## config.mk

```make
export PLATFORM = sky130hd
export DESIGN_NAME = seq_alu
export DESIGN_NICKNAME = d
export VERILOG_FILES = /design/src/rtl/seq_alu.sv
export SDC_FILE = /design/constraint.sdc
export NUM_CORES = 1
export LEC_CHECK = 0
export ABC_CLOCK_PERIOD_IN_PS = 3050
export BUFFER_PORTS_ARGS = -buffer_cell sky130_fd_sc_hd__buf_2
export CAP_MARGIN = 20
export CELL_PAD_IN_SITES_DETAIL_PLACEMENT = 1
export CELL_PAD_IN_SITES_GLOBAL_PLACEMENT = 2
export CORE_ASPECT_RATIO = 0.6
export CORE_MARGIN = 2
export CORE_UTILIZATION = 37
export CTS_CLUSTER_SIZE = 25
export DETAILED_ROUTE_END_ITERATION = 8
export PLACE_DENSITY_LB_ADDON = 0.3
export SYNTH_ARGS = -nofsm -noshare
export SYNTH_HDL_FRONTEND = slang
export SYNTH_SLANG_ARGS = --single-unit
export TNS_END_PERCENT = 10
```

## constraint.sdc

```tcl
create_clock -name clk -period 3.05 [get_ports clk]
set_input_delay 0.1525 -clock clk [delete_from_list [all_inputs] [get_ports clk]]
set_output_delay 0.1525 -clock clk [all_outputs]
set_load 0.005 [all_outputs]
```

## src/rtl/seq_alu.sv

```systemverilog
// Handshaked sequential ALU: ADD/SUB/AND/OR/XOR/SHL/SHR/MUL with carry, zero and overflow flags.
// Define SEQ_ALU_MUL_EN to build the iterative multiplier; otherwise op 111 returns zero in one cycle.
module seq_alu #(
    parameter int WIDTH = 8
) (
    input  logic             clk,
    input  logic             rst_n,
    input  logic             in_valid,
    output logic             in_ready,
    input  logic [WIDTH-1:0] a,
    input  logic [WIDTH-1:0] b,
    input  logic [2:0]       op,
    output logic             out_valid,
    input  logic             out_ready,
    output logic [WIDTH-1:0] result,
    output logic             zero,
    output logic             carry,
    output logic             overflow,
    output logic             busy
);
    localparam int SHW = $clog2(WIDTH);

`ifdef SEQ_ALU_MUL_EN
    typedef enum logic [1:0] {IDLE, MUL, DONE} state_t;
`else
    typedef enum logic [1:0] {IDLE, DONE} state_t;
`endif

    state_t           state_q, state_d;
    logic [WIDTH-1:0] result_q, result_d;
    logic             zero_q, zero_d;
    logic             carry_q, carry_d;
    logic             ovf_q, ovf_d;

`ifdef SEQ_ALU_MUL_EN
    logic [SHW-1:0]     cnt_q, cnt_d;
    logic [2*WIDTH-1:0] acc_q, acc_d;
    logic [2*WIDTH-1:0] mcand_q, mcand_d;
    logic [WIDTH-1:0]   mplier_q, mplier_d;
    logic [2*WIDTH-1:0] acc_sum;
`endif

    logic [WIDTH:0]   alu_w;
    logic [WIDTH-1:0] alu_r;
    logic             alu_c;
    logic             alu_v;
    logic [SHW-1:0]   sh;

    // Single-cycle datapath; shifts go through a WIDTH+1 window so the extra bit is the last bit shifted out
    always_comb begin
        sh    = b[SHW-1:0];
        alu_w = '0;
        alu_r = '0;
        alu_c = 1'b0;
        alu_v = 1'b0;
        case (op)
            3'b000: begin
                alu_w = {1'b0, a} + {1'b0, b};
                alu_r = alu_w[WIDTH-1:0];
                alu_c = alu_w[WIDTH];
                alu_v = (a[WIDTH-1] == b[WIDTH-1]) && (alu_r[WIDTH-1] != a[WIDTH-1]);
            end
            3'b001: begin
                alu_w = {1'b0, a} - {1'b0, b};
                alu_r = alu_w[WIDTH-1:0];
                alu_c = alu_w[WIDTH];
                alu_v = (a[WIDTH-1] != b[WIDTH-1]) && (alu_r[WIDTH-1] != a[WIDTH-1]);
            end
            3'b010: alu_r = a & b;
            3'b011: alu_r = a | b;
            3'b100: alu_r = a ^ b;
            3'b101: begin
                alu_w = {1'b0, a} << sh;
                alu_r = alu_w[WIDTH-1:0];
                alu_c = alu_w[WIDTH];
            end
            3'b110: begin
                alu_w = {a, 1'b0} >> sh;
                alu_r = alu_w[WIDTH:1];
                alu_c = alu_w[0];
            end
            default: ;
        endcase
    end

    always_comb begin
        state_d  = state_q;
        result_d = result_q;
        zero_d   = zero_q;
        carry_d  = carry_q;
        ovf_d    = ovf_q;
`ifdef SEQ_ALU_MUL_EN
        cnt_d    = cnt_q;
        acc_d    = acc_q;
        mcand_d  = mcand_q;
        mplier_d = mplier_q;
        acc_sum  = acc_q + (mplier_q[0] ? mcand_q : '0);
`endif
        case (state_q)
            IDLE: begin
                if (in_valid) begin
`ifdef SEQ_ALU_MUL_EN
                    if (op == 3'b111) begin
                        state_d  = MUL;
                        cnt_d    = '0;
                        acc_d    = '0;
                        mcand_d  = {{WIDTH{1'b0}}, a};
                        mplier_d = b;
                    end else begin
`else
                    begin
`endif
                        state_d  = DONE;
                        result_d = alu_r;
                        zero_d   = (alu_r == '0);
                        carry_d  = alu_c;
                        ovf_d    = alu_v;
                    end
                end
            end
`ifdef SEQ_ALU_MUL_EN
            MUL: begin
                acc_d    = acc_sum;
                mcand_d  = mcand_q << 1;
                mplier_d = mplier_q >> 1;
                cnt_d    = cnt_q + SHW'(1);
                if (cnt_q == SHW'(WIDTH - 1)) begin
                    state_d  = DONE;
                    result_d = acc_sum[WIDTH-1:0];
                    zero_d   = (acc_sum[WIDTH-1:0] == '0);
                    carry_d  = |acc_sum[2*WIDTH-1:WIDTH];
                    ovf_d    = |acc_sum[2*WIDTH-1:WIDTH];
                end
            end
`endif
            DONE: begin
                if (out_ready) state_d = IDLE;
            end
            default: state_d = IDLE;
        endcase
    end

    always_ff @(posedge clk or negedge rst_n) begin
        if (!rst_n) begin
            state_q  <= IDLE;
            result_q <= '0;
            zero_q   <= 1'b0;
            carry_q  <= 1'b0;
            ovf_q    <= 1'b0;
`ifdef SEQ_ALU_MUL_EN
            cnt_q    <= '0;
            acc_q    <= '0;
            mcand_q  <= '0;
            mplier_q <= '0;
`endif
        end else begin
            state_q  <= state_d;
            result_q <= result_d;
            zero_q   <= zero_d;
            carry_q  <= carry_d;
            ovf_q    <= ovf_d;
`ifdef SEQ_ALU_MUL_EN
            cnt_q    <= cnt_d;
            acc_q    <= acc_d;
            mcand_q  <= mcand_d;
            mplier_q <= mplier_d;
`endif
        end
    end

    assign in_ready  = (state_q == IDLE);
    assign out_valid = (state_q == DONE);
    assign result    = result_q;
    assign zero      = zero_q;
    assign carry     = carry_q;
    assign overflow  = ovf_q;
`ifdef SEQ_ALU_MUL_EN
    assign busy      = (state_q == MUL);
`else
    assign busy      = 1'b0;
`endif

endmodule

```

==> flow_metrics.env <==
export IMPL_status="finished, final reports clean"
export IMPL_max_stage_delay_ns=0.50
export IMPL_diodes=0
export IMPL_grt_start_max_net_pins=27
export IMPL_synth_edf_count=0
export IMPL_ant_nets=0
export IMPL_dp_hpwl_um=6360
export IMPL_cts_sinks=12
export IMPL_gr_total_overflow=0
export IMPL_routed_via_density=6.06
export IMPL_r2r_end="zero$_DFFE_PN0P_"
export IMPL_antenna_found_initial=0
export IMPL_most_common_layout_cells="buf_2 (35), ha_1 (25), inv_1 (22)"
export IMPL_cp_end_kind="flop"
export IMPL_via_count=2231
export IMPL_finalPower_uw=815
export IMPL_hold_path_end="state_q[0]$_DFFE_PN0P_"
export IMPL_fin_crit_sh_pct=80.9
export IMPL_ys_types=58
export IMPL_crit_type="in -> reg"
export IMPL_nNetsFinal=339
export IMPL_layout_drive_gt1_share_pct=22.6
export IMPL_grt_busiest_layer="met1"
export IMPL_final_common_cell="buf_2"
export IMPL_grt_pass1_vias=2215
export IMPL_final_util_pct=44.4
export IMPL_maxSlewViolCount=0
export IMPL_yosysSeqAreaShare_pct=13.7
export IMPL_min_period_ns=2.47
export IMPL_wl_per_cell_um=21.2
export IMPL_power_density_nw_per_um2=325
export IMPL_synth_top_area_share_pct=14.2
export IMPL_final_cell_count_no_fill=368
export IMPL_yosys_warnings=0
export IMPL_syn_inst=259
export IMPL_first_pass_iters=5
export IMPL_area_growth_pct=14.0
export IMPL_grt_pass1_wl_um=12700
export IMPL_dp_cells=363
export IMPL_use_met2_pct=34.7
export IMPL_leakagePower_uw=0.00117
export IMPL_clockBufferDepth=2
export IMPL_worstReg2RegStart="state_q[0]$_DFFE_PN0P_"
export IMPL_maxSlewHeadroom_pct=39.7
export IMPL_post_cts_buffers=0
export IMPL_routed_wl_um=7820
export IMPL_htreeDepth=1
export IMPL_initial_core_util_pct=38.9
export IMPL_syn_avg_cell_area_sq_um=8.49
export IMPL_ys_ff_latch=12
export IMPL_rows=21
export IMPL_final_setup_viol_count=0
export IMPL_max_freq_ghz=0.405
export IMPL_hp_start="out_ready"
export IMPL_gp_congestion=0.909
export IMPL_clockRootBuffer="clkbuf_8"
export IMPL_finalHoldViolations=0
export IMPL_fill_cells=678
export IMPL_max_slew_worst_pin_slew_ns=0.893
export IMPL_die_h_um=63.7
export IMPL_clock_latency_ns=0.25
export IMPL_arrival_ns=2.61
export IMPL_grtUsageMet3_pct=2.90
export IMPL_yosysTopAreaCell="ha_1"
export IMPL_skew_ns=0.00605
export IMPL_clk_pin_slew_ns=0.06
export IMPL_crit_fanout=9
export IMPL_grt_use_met1_pct=40.6
export IMPL_vdd_ir_drop_max_uv=185
export IMPL_hp_class="in -> reg"
export IMPL_max_cap_violations=0
export IMPL_placed_cell_area_sq_um=2440
export IMPL_cts_tree="done"
export IMPL_numCtsBuffers=3
export IMPL_grt_use_total_pct=24.6
export IMPL_cp_required_ns=3.19
export IMPL_drt_iter0_markers=164
export IMPL_holdPathStages=2
export IMPL_crit_path_start_kind="input pin"
export IMPL_pin_count=37
export IMPL_reg2reg_slack_ns=1.32
export IMPL_cp_slowest_cell="ha_1"
export IMPL_synth_ff_type="dfrtp_1"
export IMPL_reg2reg_depth=7
export IMPL_core_sq_um=5650
export IMPL_die_w_um=104
export IMPL_drc=0
export IMPL_die_area_sq_um=6600
export IMPL_portBuffers=35
export IMPL_postCtsHoldBufs=1
export IMPL_grt_setup_unrepaired="false"
export IMPL_syn_nets=309
export IMPL_synth_area_sq_um=2200
export IMPL_worstPathCellList="buf_2, inv_1, ha_1, or3_1, o221ai_1, o41a_1, a221o_1, a21o_1, o41ai_2"
export IMPL_synth_area_leaders="ha_1 (14%), dfrtp_1 (14%), mux2i_1 (6.4%)"
export IMPL_setup_tns_ns=0
export IMPL_post_cts_resized=0
export IMPL_design_area_sq_um=2510
export IMPL_synthArstFlopShare_pct=100
-- routing by layer --
metal,part of all wire (%),vias to the layer above
met2,39,84
met3,6.7,2
met1,54,1114
met4,0.26,0
met5,0,-
li1,-,1031
-- worst max-delay path by stage --
stage | start | endpoint | slack, ns | cells past startpoint
after floorplan | b[1] | zero$_DFFE_PN0P_ | 0.44 | 9
after global placement | b[2] | zero$_DFFE_PN0P_ | 0.44 | 9
after detailed placement | b[2] | zero$_DFFE_PN0P_ | 0.37 | 9
after CTS | b[2] | zero$_DFFE_PN0P_ | 0.61 | 9
after global routing | b[2] | zero$_DFFE_PN0P_ | 0.42 | 9
final | b[2] | zero$_DFFE_PN0P_ | 0.58 | 9
-- synth_stat cells (6+ instances only) --
library cell  number
nand2_1           14
nor2_1            14
dfrtp_1           12
mux2_2             6
ha_1              25
clkbuf_1          11
nand3b_1           6
nor3_1            10
mux2i_1           14
a22oi_1            6
a21oi_1           10
inv_1             22
o21ai_0           10
nor2b_1            6
-- metrics by stage --
stage	hold WS (ns)	worst slack, ns
after floorplan	-0.143	0.438
after global placement	0.0486	0.438
after detailed placement	0.0599	0.370
after CTS	0.0821	0.606
after global routing	0.112	0.420
final	0.0855	0.581
-- cells by family (layout without fill, tap and decap cells) --
family	Yosys count	in the layout	share of synthesized area, %
buf+inv	40	69	7.45
xor+xnor	5	5	1.99
compound gates	74	74	25.4
other cells	1	1	0.170
mux	27	27	17.0
simple gates	73	73	18.4
fa+ha+maj	27	27	16.0
flops	12	12	13.7
-- where the power goes --
part	switching [uW]	leakage, uW	internal (uW)	total [uW]
logic	237	0.000996	178	415
clock network	70.3	0.0000288	114	185
registers	19.7	0.000149	196	216
-- critical path, delay by kind of cell --
kind	cells	cell delay, ns
AND/OR/NAND/NOR	1	0.17
adder cells (fa/ha/maj)	1	0.50
AO/OA/AOI/OAI	5	1.45
buffers and inverters	2	0.33
-- state kept, by name, summed over array words and instances (netlist names) --
name	count
overflow	1
result	8
carry	1
state_q	1
zero	1
-- area by class of cell --
type / count / area (sq um) / share of cell area [%]
Clock buffer: 4 / 55.1 / 2.20
Inverter: 23 / 86.3 / 3.44
Multi-Input combinational cell: 207 / 1740 / 69.2
Sequential cell: 12 / 300 / 12.0
Tap cell: 80 / 100 / 3.99
Timing Repair Buffer: 42 / 230 / 9.18
(Power assumes the default switching activity.)
